[src/rtl/audio_pkg.sv]
// rtl/audio_pkg.sv - shared audio-path sample width, I2S slot size and stereo pair type
package audio_pkg;

  localparam int AUDIO_WIDTH   = 24;
  localparam int I2S_SLOT_BITS = 32;

  typedef struct packed {
    logic [AUDIO_WIDTH-1:0] left;
    logic [AUDIO_WIDTH-1:0] right;
  } stereo_t;

endpackage

[src/rtl/audio_reg.sv]
// rtl/audio_reg.sv - load-enable register with synchronous clear to zero
module audio_reg #(
  parameter int W = 8
) (
  input  logic         clk_i,
  input  logic         reset_i,
  input  logic         en_i,
  input  logic [W-1:0] d_i,
  output logic [W-1:0] q_o
);

  logic [W-1:0] q_q;

  always_ff @(posedge clk_i) begin
    if (reset_i) begin
      q_q <= '0;
    end else if (en_i) begin
      q_q <= d_i;
    end
  end

  assign q_o = q_q;

endmodule

[src/rtl/i2s_bclk_gen.sv]
// rtl/i2s_bclk_gen.sv - BCLK divider; fall_o strobes in the clk whose edge drives bclk low
module i2s_bclk_gen #(
  parameter int CLK_DIV = 2
) (
  input  logic clk_i,
  input  logic reset_i,
  output logic bclk_o,
  output logic fall_o
);

  localparam int DW = (CLK_DIV > 1) ? $clog2(CLK_DIV) : 1;
  localparam logic [DW-1:0] DIV_LAST = DW'(CLK_DIV - 1);

  logic [DW-1:0] div_cnt_q, div_cnt_d;
  logic          bclk_q, bclk_d;
  logic          tick;

  always_comb begin
    tick      = (div_cnt_q == DIV_LAST);
    div_cnt_d = tick ? '0 : div_cnt_q + 1'b1;
    bclk_d    = tick ? ~bclk_q : bclk_q;
  end

  always_ff @(posedge clk_i) begin
    if (reset_i) begin
      div_cnt_q <= '0;
      bclk_q    <= 1'b0;
    end else begin
      div_cnt_q <= div_cnt_d;
      bclk_q    <= bclk_d;
    end
  end

  assign bclk_o = bclk_q;
  assign fall_o = tick & bclk_q;

endmodule

[src/rtl/i2s_tx.sv]
// rtl/i2s_tx.sv - I2S master transmitter, one stereo pair per frame; I2S_TX_HOLD_LAST_EN repeats the last pair on underrun
module i2s_tx
  import audio_pkg::*;
#(
  parameter int WIDTH     = AUDIO_WIDTH,
  parameter int SLOT_BITS = I2S_SLOT_BITS,
  parameter int CLK_DIV   = 2
) (
  input  logic             clk_i,
  input  logic             reset_i,
  input  logic [WIDTH-1:0] sample_l_i,
  input  logic [WIDTH-1:0] sample_r_i,
  input  logic             in_valid_i,
  output logic             in_ready_o,
  output logic             bclk_o,
  output logic             lrclk_o,
  output logic             sdata_o,
  output logic             underrun_o
);

  localparam int FRAME_BITS = 2 * SLOT_BITS;
  localparam int IW = $clog2(FRAME_BITS);
  localparam logic [IW-1:0] IDX_LAST = IW'(FRAME_BITS - 1);

  logic                 fall;
  logic [IW-1:0]        bit_idx_q, bit_idx_d;
  logic                 buf_full_q, buf_full_d;
  logic                 in_ready_q;
  logic                 lrclk_q, lrclk_d;
  logic                 sdata_q, sdata_d;
  logic                 underrun_q, underrun_d;
  logic                 xfer, frame_load, frame_en;
  logic [2*WIDTH-1:0]   buf_q, frame_q, frame_d;
  logic [WIDTH-1:0]     word, mask;

  i2s_bclk_gen #(.CLK_DIV(CLK_DIV)) u_bclk (
    .clk_i  (clk_i),
    .reset_i(reset_i),
    .bclk_o (bclk_o),
    .fall_o (fall)
  );

  assign xfer = in_valid_i & in_ready_q;

  audio_reg #(.W(2*WIDTH)) u_hold (
    .clk_i  (clk_i),
    .reset_i(reset_i),
    .en_i   (xfer),
    .d_i    ({sample_l_i, sample_r_i}),
    .q_o    (buf_q)
  );

  audio_reg #(.W(2*WIDTH)) u_frame (
    .clk_i  (clk_i),
    .reset_i(reset_i),
    .en_i   (frame_en),
    .d_i    (frame_d),
    .q_o    (frame_q)
  );

  always_comb begin : next_state
    int nxt;
    int pos;
    nxt  = (int'(bit_idx_q) == FRAME_BITS - 1) ? 0 : int'(bit_idx_q) + 1;
    pos  = (nxt >= SLOT_BITS) ? nxt - SLOT_BITS : nxt;
    word = (nxt >= SLOT_BITS) ? frame_q[WIDTH-1:0] : frame_q[2*WIDTH-1:WIDTH];
    // pos=1 carries the MSB (one-BCLK I2S delay); pos=0 shifts the bit out of range
    mask = WIDTH'(1) << (WIDTH - pos);

    frame_load = fall && (nxt == 0);
    bit_idx_d  = fall ? IW'(nxt) : bit_idx_q;
    lrclk_d    = fall ? (((nxt + 1) % FRAME_BITS) >= SLOT_BITS) : lrclk_q;
    sdata_d    = sdata_q;
    if (fall) begin
      sdata_d = (pos >= 1 && pos <= WIDTH) ? |(word & mask) : 1'b0;
    end

    underrun_d = frame_load & ~buf_full_q;
    buf_full_d = xfer ? 1'b1 : (frame_load ? 1'b0 : buf_full_q);
    frame_d    = buf_full_q ? buf_q : '0;
`ifdef I2S_TX_HOLD_LAST_EN
    frame_en   = frame_load & buf_full_q;
`else
    frame_en   = frame_load;
`endif
  end

  always_ff @(posedge clk_i) begin
    if (reset_i) begin
      bit_idx_q  <= IDX_LAST;
      buf_full_q <= 1'b0;
      in_ready_q <= 1'b0;
      lrclk_q    <= 1'b0;
      sdata_q    <= 1'b0;
      underrun_q <= 1'b0;
    end else begin
      bit_idx_q  <= bit_idx_d;
      buf_full_q <= buf_full_d;
      in_ready_q <= ~buf_full_d;
      lrclk_q    <= lrclk_d;
      sdata_q    <= sdata_d;
      underrun_q <= underrun_d;
    end
  end

  assign in_ready_o = in_ready_q;
  assign lrclk_o    = lrclk_q;
  assign sdata_o    = sdata_q;
  assign underrun_o = underrun_q;

endmodule

[config.mk]
export PLATFORM = sky130hd
export DESIGN_NAME = i2s_tx
export DESIGN_NICKNAME = d
export VERILOG_FILES = /design/src/rtl/audio_pkg.sv /design/src/rtl/audio_reg.sv /design/src/rtl/i2s_bclk_gen.sv /design/src/rtl/i2s_tx.sv
export SDC_FILE = /design/constraint.sdc
export NUM_CORES = 1
export LEC_CHECK = 0
export ABC_AREA = 1
export ABC_CLOCK_PERIOD_IN_PS = 9500
export CORE_UTILIZATION = 46
export DETAILED_ROUTE_END_ITERATION = 8
export GPL_ROUTABILITY_DRIVEN = 0
export GPL_TIMING_DRIVEN = 0
export PLACE_DENSITY = 0.67
export SYNTH_ARGS = -nofsm -noshare
export SYNTH_HDL_FRONTEND = slang
export SYNTH_SLANG_ARGS = --single-unit
export TNS_END_PERCENT = 5
[constraint.sdc]
create_clock -name clk_i -period 9.5 [get_ports clk_i]
set_clock_uncertainty 0.2 [all_clocks]
set_input_delay 0.95 -clock clk_i [delete_from_list [all_inputs] [get_ports clk_i]]
set_output_delay 0.95 -clock clk_i [all_outputs]
set_load 0.01 [all_outputs]
==> results of run 1 <==
-- cells by family after synthesis --
kind of cell,after synthesis,share of synthesized area
compound gates,158,0.1774
flops,109,0.4364
buf+inv,104,0.08008
other cells,1,0.0007500
xor+xnor,2,0.005006
fa+ha+maj,13,0.03253
simple gates,297,0.2678
-- cell type report --
| cell class | count | area (sq um) |
|---|---|---|
| clock inverters | 7 | 88.84 |
| plain buffers | 42 | 167.7 |
| clock buffers | 9 | 123.9 |
| multi-input cells | 471 | 2417 |
| inverters | 62 | 232.7 |
| flip-flops and latches | 109 | 2182 |
| well taps | 136 | 170.2 |
| fillers | 1027 | 4483 |
| repair buffers | 55 | 550.5 |
-- worst reg2reg max path: stages (launching register included) --
cell and delay (ns):
dfxtp_1 0.45, ha_1 0.23, nand3_1 0.15, nand2_1 0.10, nand2_1 0.06, nand2_2 0.14, ha_1 0.22, inv_1 0.10
nand2_1 0.12, nand2_1 0.11, nor3_4 0.35, nand2_1 0.13, ha_1 0.21, nor4b_1 0.34, nand4_1 0.13, nor2_1 0.28
nand3_4 0.17, nor2_4 0.19, nand3_1 0.10, nand2_1 0.08, nor2_1 0.04, nand3_1 0.07, nand2_1 0.05, nand3_1 0.08
nand2_1 0.07, nand2_1 0.06
-- where the power goes --
part | total (mW) | switching, mW | internal (mW)
sequential | 0.492 | 0.0120 | 0.480
combinational | 0.202 | 0.129 | 0.0729
clock | 0.306 | 0.177 | 0.130
-- path summary, 6_finish.rpt --
check	slack [ns]	to	start
setup / recovery	5.21	sdata_o$_SDFFE_PP0P_	bit_idx_q[0]$_SDFFE_PP1P_
hold / removal	0.24	u_bclk.div_cnt_q$_SDFF_PP0_	u_bclk.div_cnt_q$_SDFF_PP0_
setup reg to reg	5.21	sdata_o$_SDFFE_PP0P_	bit_idx_q[0]$_SDFFE_PP1P_
hold reg to reg	0.24	u_bclk.div_cnt_q$_SDFF_PP0_	u_bclk.div_cnt_q$_SDFF_PP0_
-- placed cells by master (no fill, tap or decap), types with 4 or more instances in the layout --
cell / n
clkbuf_8: 9
clkdlybuf4s50_1: 55
dfxtp_1: 109
clkbuf_1: 27
a211oi_1: 21
nor2_2: 5
nand4_1: 19
inv_1: 59
nand2_1: 94
a21oi_1: 52
nand3_1: 44
o21ai_0: 75
buf_1: 9
nand2_2: 4
a22oi_1: 4
buf_2: 5
nor2_4: 5
ha_1: 13
nor2_1: 115
-- through the flow --
| stage | cells | cell area, sq um | hold WS (ns) | worst slack, ns | util |
|---|---|---|---|---|---|
| global placement | 875 | 5720 | 0.2237 | 5.447 | 0.5492 |
| detailed placement | 875 | 5720 | 0.2289 | 5.239 | 0.5492 |
| CTS | 891 | 5933 | 0.2473 | 5.200 | 0.5696 |
| floorplan | 684 | 5000 | 0.2132 | 5.863 | - |
| global route | 891 | 5933 | 0.2655 | 4.767 | 0.5696 |
| finish | 891 | 5933 | 0.2429 | 5.212 | 0.5696 |
-- per-layer routing --
metal / track usage / vias up / wire length (um)
met2: 0.3929 / 142 / 6120
li1: - / 2398 / -
met1: 0.3035 / 2151 / 5707
met5: 0 / - / 0
met3: 0.03127 / 21 / 563
met4: 0.1042 / 0 / 312
==> out/results.tsv, run 1 <==
stage	metric	value	unit
power_and_ir_drop	peak supply drop	0.09833	mV
synthesis	Yosys warnings	0	
synthesis	most numerous cell in the Yosys netlist	nor2_1	
synthesis	Yosys reg bits	109	
clock_tree	CTS Sinks	109	
floorplan	die height	106.3	um
detailed_routing	WL/cell	14.26	um
synthesis	cells after synthesis	684	
synthesis	leading area contributor after synthesis	dfxtp_1	
floorplan	IO Count	56	
power_and_ir_drop	pwr dens	168.6	mW/mm^2
synthesis	synth unique cells	33	
clock_tree	clk root buf	clkbuf_8	
synthesis	Synthesized Nets	748	
floorplan	Core ar.	0.01042	sq mm
min_path	worst hold path type	reg -> reg	
power_and_ir_drop	Total Power	1.000	mW
synthesis	post-synth top area share	0.4364	
grt	grt ovf	0	
status	status	completed	
synthesis	Syn Area/Cell	7.310	sq um
sta	pins over their slew limit	0	
floorplan	Initial Utilization	0.4800	
detailed_routing	Residual DRC	0	
detailed_routing	DRT iter0 DRCs	268	
worst_setup_path	slowest stage delay, CP	0.45	ns
grt	vias in the first global route	4393	
final_layout	Final nets	814	
sta	Fmax	233.2	MHz
run	maxcap violations	0	
worst_setup_path	crit path capture type	register	
synthesis	most common library cells after synthesis	nor2_1, dfxtp_1, nand2_1	
clock_tree	H-tree depth	3	
detailed_routing	Routed Antenna Nets	0	
worst_setup_path	critical path's top delay family	simple AND/OR/NAND/NOR gates	
detailed_routing	Vias	4712	
worst_setup_path	WP data arrival	4.42	ns
sta	Finish-stage setup viols	0	
synthesis	FFs w/ async S/R, synth	0	
clock_tree	cts hold-fix bufs	0	
grt	first-pass GRT wire length	20960	um
grt	Tot GR Track Use	0.2357	
grt	largest net degree at the start of global routing	21	
synthesis	Post-synth EDFFs	0	
synthesis	Main synth FF type	dfxtp_1	
clock_tree	setup bufs post-CTS	0	
final_layout	P&R area growth vs syn	18.67	%
detailed_routing	final WL	12700	um
floorplan	full die area	0.01129	sq mm
sta	period utilization	0.4514	
synthesis	synth top area cells	dfxtp_1, nor2_1, o21ai_0, nand2_1, a21oi_1	
clock_tree	post-CTS resize count	0	
worst_setup_path	worst path required time	9.63	ns
sta	Worst slew margin	0.6131	
clock_tree	Clock transition at path regs	0.11	ns
final_layout	share of layout cells above drive strength 1	0.06225	
clock_tree	CTS tree	built	
worst_setup_path	Critical Path Stages	25	
detailed_routing	vias per cell	5.288	
final_layout	ant diodes	0	
sta	Slew @ Worst Pin	0.5803	ns
floorplan	row cnt	37	
floorplan	Die Wd	106.3	um
worst_setup_path	FF-to-FF path depth	25	
synthesis	register area share after synthesis	0.4364	
synthesis	Mapped Area	0.005000	sq mm
clock_tree	Num CTS Buffers	9	
sta	RSZ-0062 raised after global routing	false	
worst_setup_path	cell mode on critical path	nand2_1	
sta	Period minus WS final	4.288	ns
worst_setup_path	CP max-delay cell	dfxtp_1	
clock_tree	clock latency on the worst-skew pair	0.38	ns
worst_setup_path	CP bufs+invs	1	
worst_setup_path	Crit Path Class	reg -> reg	
placement	number of port buffers	55	
sta	final hold violations	0	
grt	initial antenna violation count	0	
min_path	hold path depth	1	
placement	DP HPWL	9718	um
detailed_routing	drt pass-1 iters	5	
worst_setup_path	crit start category	register	
sta	Setup Total Neg Slack	0	ns
worst_setup_path	CP max FO	9	
clock_tree	clock tree buffer depth	2	
power_and_ir_drop	Lkg Pwr	2.295	nW
No activity file was read; power rests on OpenSTA's default activity.
==> inputs of run 2 (changes only) <==
- ABC_CLOCK_PERIOD_IN_PS: 9500 -> 3800
- PLACE_DENSITY: 0.67 -> 0.7
- clock period: 9.5 -> 3.8 ns (I/O delays scaled with it)
==> run 2 against run 1 <==
Net effect: utilization increased by 3.0 points; power increased to 2.6 times the previous value; non-clock buffer count increased by 16; critical path depth increased by 2; largest power group unchanged.
==> out/results.tsv, run 2 (synthesis results as in run 1) <==
stage	metric	value	unit
sta	period utilization	0.9808	
detailed_routing	drt pass-1 iters	6	
sta	Finish-stage setup viols	0	
clock_tree	clk root buf	clkbuf_8	
clock_tree	clock latency on the worst-skew pair	0.38	ns
sta	final hold violations	0	
clock_tree	CTS Sinks	109	
status	status	completed	
grt	largest net degree at the start of global routing	19	
floorplan	Die Wd	106.3	um
final_layout	share of layout cells above drive strength 1	0.1206	
grt	grt ovf	0	
grt	vias in the first global route	4539	
clock_tree	CTS tree	built	
sta	Period minus WS final	3.727	ns
sta	worst setup margin	0.07314	ns
sta	Fmax	268.3	MHz
placement	number of port buffers	55	
final_layout	Final nets	830	
detailed_routing	Residual DRC	0	
worst_setup_path	crit start category	register	
worst_setup_path	critical path's top delay family	simple AND/OR/NAND/NOR gates	
sta	pins over their slew limit	0	
min_path	worst hold path type	reg -> reg	
worst_setup_path	crit path capture type	register	
sta	Fin Hold WS	0.2674	ns
sta	Slew @ Worst Pin	0.5727	ns
placement	Cell Area, Placed	0.005720	sq mm
placement	Worst Setup Slack post-DPL	-0.4381	ns
detailed_routing	WL/cell	14.41	um
worst_setup_path	CP bufs+invs	4	
final_layout	Final Util	0.5992	
worst_setup_path	slowest stage delay, CP	0.40	ns
detailed_routing	Vias	4821	
worst_setup_path	CP max FO	6	
power_and_ir_drop	Lkg Pwr	2.404	nW
clock_tree	Num CTS Buffers	9	
worst_setup_path	worst path required time	3.93	ns
final_layout	ant diodes	0	
final_layout	commonest non-fill, non-tap cells in the layout	nor2_1, dfxtp_1, nand2_1, o21ai_0, inv_1	
run	maxcap violations	0	
clock_tree	Clock transition at path regs	0.11	ns
detailed_routing	final WL	13070	um
worst_setup_path	Crit Path Class	reg -> reg	
floorplan	row cnt	37	
floorplan	IO Count	56	
grt	first-pass GRT wire length	21670	um
sta	Worst slew margin	0.6182	
detailed_routing	vias per cell	5.315	
final_layout	P&R area growth vs syn	24.82	%
grt	Tot GR Track Use	0.2413	
sta	RSZ-0062 raised after global routing	true	
floorplan	Core ar.	0.01042	sq mm
floorplan	full die area	0.01129	sq mm
clock_tree	cts hold-fix bufs	0	
floorplan	die height	106.3	um
power_and_ir_drop	peak supply drop	0.2115	mV
worst_setup_path	WP data arrival	3.86	ns
clock_tree	H-tree depth	3	
grt	initial antenna violation count	0	
final_layout	Final Cell Area	0.006241	sq mm
worst_setup_path	CP max-delay cell	dfxtp_4	
clock_tree	clock tree buffer depth	2	
detailed_routing	DRT iter0 DRCs	327	
final_layout	most common cell after layout, fill and taps aside	nor2_1	
floorplan	Initial Utilization	0.4800	
power_and_ir_drop	pwr dens	411.9	mW/mm^2
detailed_routing	Routed Antenna Nets	0	
placement	DP HPWL	9677	um
[run 2: timing repair]
action	4_1_cts	5_1_grt
pin swaps	9	24
resized for setup	18	33
endpoints found under the setup margin	1	1
setup buffers	9	7
[run 2: layout make-up]
| cell class | count | area (sq um) |
|---|---|---|
| Buffer | 42 | 167.7 |
| Timing Repair Buffer | 71 | 678.2 |
| Clock buffer | 10 | 127.6 |
| Multi-Input combinational cell | 471 | 2605 |
| Inverter | 62 | 232.7 |
| Clock inverter | 6 | 68.82 |
| Fill cell | 981 | 4175 |
| Sequential cell | 109 | 2191 |
| Tap cell | 136 | 170.2 |
[run 2: worst paths after layout]
kind / from / to / slack [ns] / cells past startpoint
max: bit_idx_q[1]$_SDFFE_PP1P_ / sdata_o$_SDFFE_PP0P_ / 0.07 / 27
min: u_bclk.div_cnt_q$_SDFF_PP0_ / u_bclk.div_cnt_q$_SDFF_PP0_ / 0.27 / 1
max reg2reg: bit_idx_q[1]$_SDFFE_PP1P_ / sdata_o$_SDFFE_PP0P_ / 0.07 / 27
min reg2reg: u_bclk.div_cnt_q$_SDFF_PP0_ / u_bclk.div_cnt_q$_SDFF_PP0_ / 0.27 / 1
[run 2: where the power goes]
| group | total [mW] | switching (mW) | internal (mW) |
|---|---|---|---|
| Sequential | 1.23 | 0.0321 | 1.20 |
| Combinational | 0.618 | 0.366 | 0.252 |
| Clock | 0.722 | 0.411 | 0.310 |
| Total | 2.57 | 0.809 | 1.76 |
[run 2: metal layers]
layer,up-vias,global-route usage,wire length (um)
met5,-,0,0
met4,0,0.08730,368
met3,34,0.04537,577
met2,129,0.4072,6290
met1,2226,0.3058,5834
li1,2432,-,-
[run 2: through the flow]
stage | instances | power, mW | TNS, ns
final | 907 | 2.570 | 0
after global routing | 907 | 2.697 | -0.2005
after CTS | 900 | 2.487 | 0
after detailed placement | 875 | 1.757 | -0.4381
after global placement | 875 | 1.734 | -0.2524
after floorplan | 684 | 1.593 | 0
